<file path="config.mk">
export PLATFORM = sky130hd
export DESIGN_NAME = row_frame_assembler
export DESIGN_NICKNAME = d
export VERILOG_FILES = /design/src/rtl/row_frame_assembler.sv
export SDC_FILE = /design/constraint.sdc
export NUM_CORES = 1
export LEC_CHECK = 0
export ABC_AREA = 1
export CORE_UTILIZATION = 33
export DETAILED_ROUTE_END_ITERATION = 8
export GPL_TIMING_DRIVEN = 0
export PLACE_DENSITY = 0.57
export SETUP_SLACK_MARGIN = 0.05
export SLEW_MARGIN = 20
export SYNTH_ARGS = -nofsm -noshare
export SYNTH_HDL_FRONTEND = slang
export SYNTH_SLANG_ARGS = --single-unit
</file>
<file path="constraint.sdc">
create_clock -name clk -period 2.1 [get_ports clk]
set_input_delay 0.315 -clock clk [delete_from_list [all_inputs] [get_ports clk]]
set_output_delay 0.315 -clock clk [all_outputs]
set_load 0.02 [all_outputs]
</file>
<file path="src/rtl/row_frame_assembler.sv">
// Byte-stream to LED row assembler: header + BYTES_PER_ROW data bytes
// become one row write with panel/row address for the cube controller.
module row_frame_assembler #(
   parameter int BYTES_PER_ROW = 48,
   parameter int ERR_CNT_W     = 8,
   parameter int FRAME_CNT_W   = 16
) (
   input  logic                       clk,
   input  logic                       reset,
   input  logic [7:0]                 in_data,
   input  logic                       in_valid,
   input  logic                       in_sof,
   output logic                       in_ready,
   output logic [8*BYTES_PER_ROW-1:0] row_data,
   output logic [3:0]                 row_data_row_addr,
   output logic [1:0]                 row_data_panel_addr,
   output logic                       row_data_write_enable,
   output logic [FRAME_CNT_W-1:0]     frames_written,
   output logic [ERR_CNT_W-1:0]       error_count,
   output logic                       error_pulse
);

   localparam int W  = 8 * BYTES_PER_ROW;
   localparam int CW = (BYTES_PER_ROW > 1) ? $clog2(BYTES_PER_ROW) : 1;

   typedef enum logic [1:0] {
      IDLE,
      LOAD,
      WRITE,
      DISCARD
   } state_t;

   state_t                 state_q, state_d;
   logic [5:0]             hdr_q, hdr_d;
   logic [W-1:0]           shift_q, shift_d;
   logic [CW-1:0]          cnt_q, cnt_d;
   logic [W-1:0]           row_q, row_d;
   logic [3:0]             raddr_q, raddr_d;
   logic [1:0]             paddr_q, paddr_d;
   logic [FRAME_CNT_W-1:0] frames_q, frames_d;
   logic [ERR_CNT_W-1:0]   err_cnt_q, err_cnt_d;
   logic                   err_q, err_d;
   logic                   acc;
   logic                   take_hdr;

   assign in_ready = (state_q != WRITE);
   assign acc      = in_valid && in_ready;

   always_comb begin
      state_d   = state_q;
      hdr_d     = hdr_q;
      shift_d   = shift_q;
      cnt_d     = cnt_q;
      row_d     = row_q;
      raddr_d   = raddr_q;
      paddr_d   = paddr_q;
      frames_d  = frames_q;
      err_cnt_d = err_cnt_q;
      err_d     = 1'b0;
      take_hdr  = 1'b0;

      unique case (state_q)
         IDLE: begin
            if (acc) begin
               if (in_sof) take_hdr = 1'b1;
               else        err_d    = 1'b1;
            end
         end
         LOAD: begin
            if (acc && in_sof) begin
               err_d    = 1'b1;
               take_hdr = 1'b1;
            end else if (acc) begin
               shift_d = {shift_q[W-9:0], in_data};
               cnt_d   = cnt_q + CW'(1);
               if (cnt_q == CW'(BYTES_PER_ROW - 1)) begin
                  // Outputs load on entry so they are valid alongside the strobe.
                  state_d  = WRITE;
                  row_d    = {shift_q[W-9:0], in_data};
                  raddr_d  = hdr_q[3:0];
                  paddr_d  = hdr_q[5:4];
                  frames_d = frames_q + FRAME_CNT_W'(1);
               end
            end
         end
         WRITE: begin
            state_d = IDLE;
         end
         DISCARD: begin
            if (acc && in_sof) take_hdr = 1'b1;
         end
         default: state_d = IDLE;
      endcase

      if (take_hdr) begin
         hdr_d = in_data[5:0];
         cnt_d = '0;
         if (in_data[7:6] == 2'b00) begin
            state_d = LOAD;
         end else begin
            state_d = DISCARD;
            err_d   = 1'b1;
         end
      end

      if (err_d && (err_cnt_q != '1))
         err_cnt_d = err_cnt_q + ERR_CNT_W'(1);
   end

   always_ff @(posedge clk) begin
      if (reset) begin
         state_q   <= IDLE;
         hdr_q     <= '0;
         shift_q   <= '0;
         cnt_q     <= '0;
         row_q     <= '0;
         raddr_q   <= '0;
         paddr_q   <= '0;
         frames_q  <= '0;
         err_cnt_q <= '0;
         err_q     <= 1'b0;
      end else begin
         state_q   <= state_d;
         hdr_q     <= hdr_d;
         shift_q   <= shift_d;
         cnt_q     <= cnt_d;
         row_q     <= row_d;
         raddr_q   <= raddr_d;
         paddr_q   <= paddr_d;
         frames_q  <= frames_d;
         err_cnt_q <= err_cnt_d;
         err_q     <= err_d;
      end
   end

   assign row_data              = row_q;
   assign row_data_row_addr     = raddr_q;
   assign row_data_panel_addr   = paddr_q;
   assign row_data_write_enable = (state_q == WRITE);
   assign frames_written        = frames_q;
   assign error_count           = err_cnt_q;
   assign error_pulse           = err_q;

endmodule

</file>
==> metrics.txt <==
max-capacitance violation count 0; Critical Path Fanout Max 2; FF-to-FF path depth 10; I/O pin count 429; Critical Path Start Type flop; NumNets Final 4094; Tcrit/Tclk final 95.1%; Max stage delay on crit path 0.65 ns; vias in the first global route 24000; Slowest-stage cell, CP clkdlybuf4s50_1; Hold Crit Class input port to flop; VDD IR max 0.000555 V; #FFs+latches synth 805; LEAKAGE 0.0123 uW; dpl hpwl 64900 um; Avg Vias per Cell 4.69; share of layout cells above drive strength 1 7.02%; Final Wtd Congestion 0.833; Finished Core Util 43.9%; root buffer cell clkbuf_16; outcome finished, final reports clean; gr ovfl total 0; final setup fails 0; crit path cell chain clkdlybuf4s50_1; Syn Area/Cell 7.89 sq um; largest net degree at the start of global routing 14; yosys synthesis warning count 0; Antenna diodes 0; global-route wire length before repair 138000 um; fill cell count 8607; WL final 89700 um; unrepaired setup endpoints after global routing yes; CP startpoint row_data[322]$_SDFFE_PP0P_; Routed WL per cell 17.0 um; Hold Crit Depth 3; Critical Path Sink Type primary output; min cycle time layout 2.00 ns; Core Region 84000 sq um; IO buf count 427; most frequent cells in the layout 1387 x nand2_1, 802 x dfxtp_1, 748 x a21oi_1, 392 x clkdlybuf4s50_1, 142 x clkbuf_1; power per cell area 859 nW/um^2; CP Depth 1; Starting Density 33.4%; fmax 500 MHz; Worst-Skew Late Latency 0.63 ns; Synth cell types 28; Area growth syn-to-layout 31.3%; kind of critical path flop to primary output; Hold Slack 0.342 ns; clock sink count 805; final count of pins violating max slew 0; Die Y 294 um; Syn Nets 3572; 1st-pass router iterations 5; HP Start in_data[0]; dominant cell type by area after synthesis dfxtp_1; final std cells w/o fill 5278; cell family with most CP delay buffers and inverters; Reg2Reg Launch Point cnt_q[0]$_SDFFE_PP0P_; synthesized area 28100 sq um; sequential area share after synthesis 57.4%; DRC viols 0; CTS Buf Count 88; initial DRC count 1233; Mapped Cells 3557; Worst-Margin Slew 0.959 ns; Hold Vio Cnt, Final 0; top cells by area, synth dfxtp_1 57%, nand2_1 19%, a21oi_1 13%; crit path DAT 1.68 ns; Die X 294 um; cell count after placement 5118; Vias 24800; commonest non-fill, non-tap cell in the layout nand2_1; row cnt 106; post-route ant nets 0; clk buf depth 3; die area 86200 sq um; clk slew on worst S/H paths 0.06 ns; GRT Overall Usage 20.3%; H-tree lvl count 3; setup TNS 0 ns; Max transition margin 36.1%; Worst Path Required 1.78 ns; CTS tree done; initial antenna violation count 0; skew final 0.0182 ns; post-synth top area share 57.4%; WP buf/inv 1
power breakdown:
group,switching [uW],internal (uW)
sequential,44.3,15300
clock,6390,9090
combinational,630,178
total,7060,24600
state kept, by name, summed over array words and instances (netlist names):
| name | count |
|---|---|
| row_data_row_addr | 4 |
| frames_written | 16 |
| shift_q | 376 |
| error_count | 8 |
| error_pulse | 1 |
| state_q | 2 |
| row_data | 384 |
| row_data_panel_addr | 2 |
| cnt_q | 6 |
| hdr_q | 6 |
logic make-up after synthesis:
kind of cell,synth area share (%)
AO/OA/AOI/OAI,15.9
XOR/XNOR,0.218
adder cells (fa/ha/maj),0.134
buffers and inverters,5.56
flip-flops,57.4
AND/OR/NAND/NOR,20.8
area by class of cell:
cell class	count	area [sq um]	share of cell area (%)
clock inverters	29	359	0.974
repair buffers	432	4330	11.7
multi-input cells	2407	10400	28.2
plain buffers	261	1400	3.79
well taps	1134	1420	3.85
clock buffers	126	2510	6.82
inverters	84	322	0.872
flip-flops and latches	805	16100	43.7
cell usage after synthesis:
library cell,count
nand2_1,1387
dfxtp_1,805
a21oi_1,748
clkbuf_1,126
nor2_1,96
buf_2,93
inv_1,80
o21ai_0,75
a211oi_1,43
buf_4,38
nand3_1,30
nand4_1,5
xor2_1,5
inv_2,4
buf_1,3
ha_1,3
nand2_2,2
nand3b_1,2
o21bai_1,2
xnor2_1,2
a31oi_1,1
and2_1,1
buf_6,1
nand4_4,1
nor2_4,1
nor3_1,1
nor3b_1,1
o21a_1,1
metal layers:
layer  global-route usage, %  up-vias  share of wire [%]
met1                    26.3    11600                 45
met4                    5.06        0                2.0
li1                        -    12600                  -
met2                    33.5      524                 47
met3                    5.10      108                6.4
met5                       0        -                  0
stage by stage:
step / power [uW] / worst slack (ns) / cell area (sq um)
2_1_floorplan: 16200 / 0.455 / 28100
3_3_place_gp: 16500 / -0.766 / 33800
3_5_place_dp: 16500 / -0.781 / 33800
4_1_cts: 32000 / 0.0526 / 36700
5_1_grt: 32700 / 0.0400 / 36900
6_report: 31700 / 0.102 / 36900
worst paths after layout:
| path | to | slack, ns |
|---|---|---|
| worst max-delay path | row_data[322] | 0.10 |
| worst min-delay path | shift_q[0]$_SDFFE_PP0P_ | 0.34 |
| worst max register to register | row_data[7]$_SDFFE_PP0P_ | 0.18 |
| worst min register to register | shift_q[369]$_SDFFE_PP0P_ | 0.46 |
timing repair:
| item | in CTS | in global routing |
|---|---|---|
| endpoints found under the setup margin | 499 | 567 |
| gates resized for setup | 47 | 66 |
| hold buffers | 0 | 0 |
| setup buffers | 3 | 2 |
| pin swaps | 1 | 1 |
| hold endpoints to repair | 0 | 0 |
(Power assumes the default switching activity.)
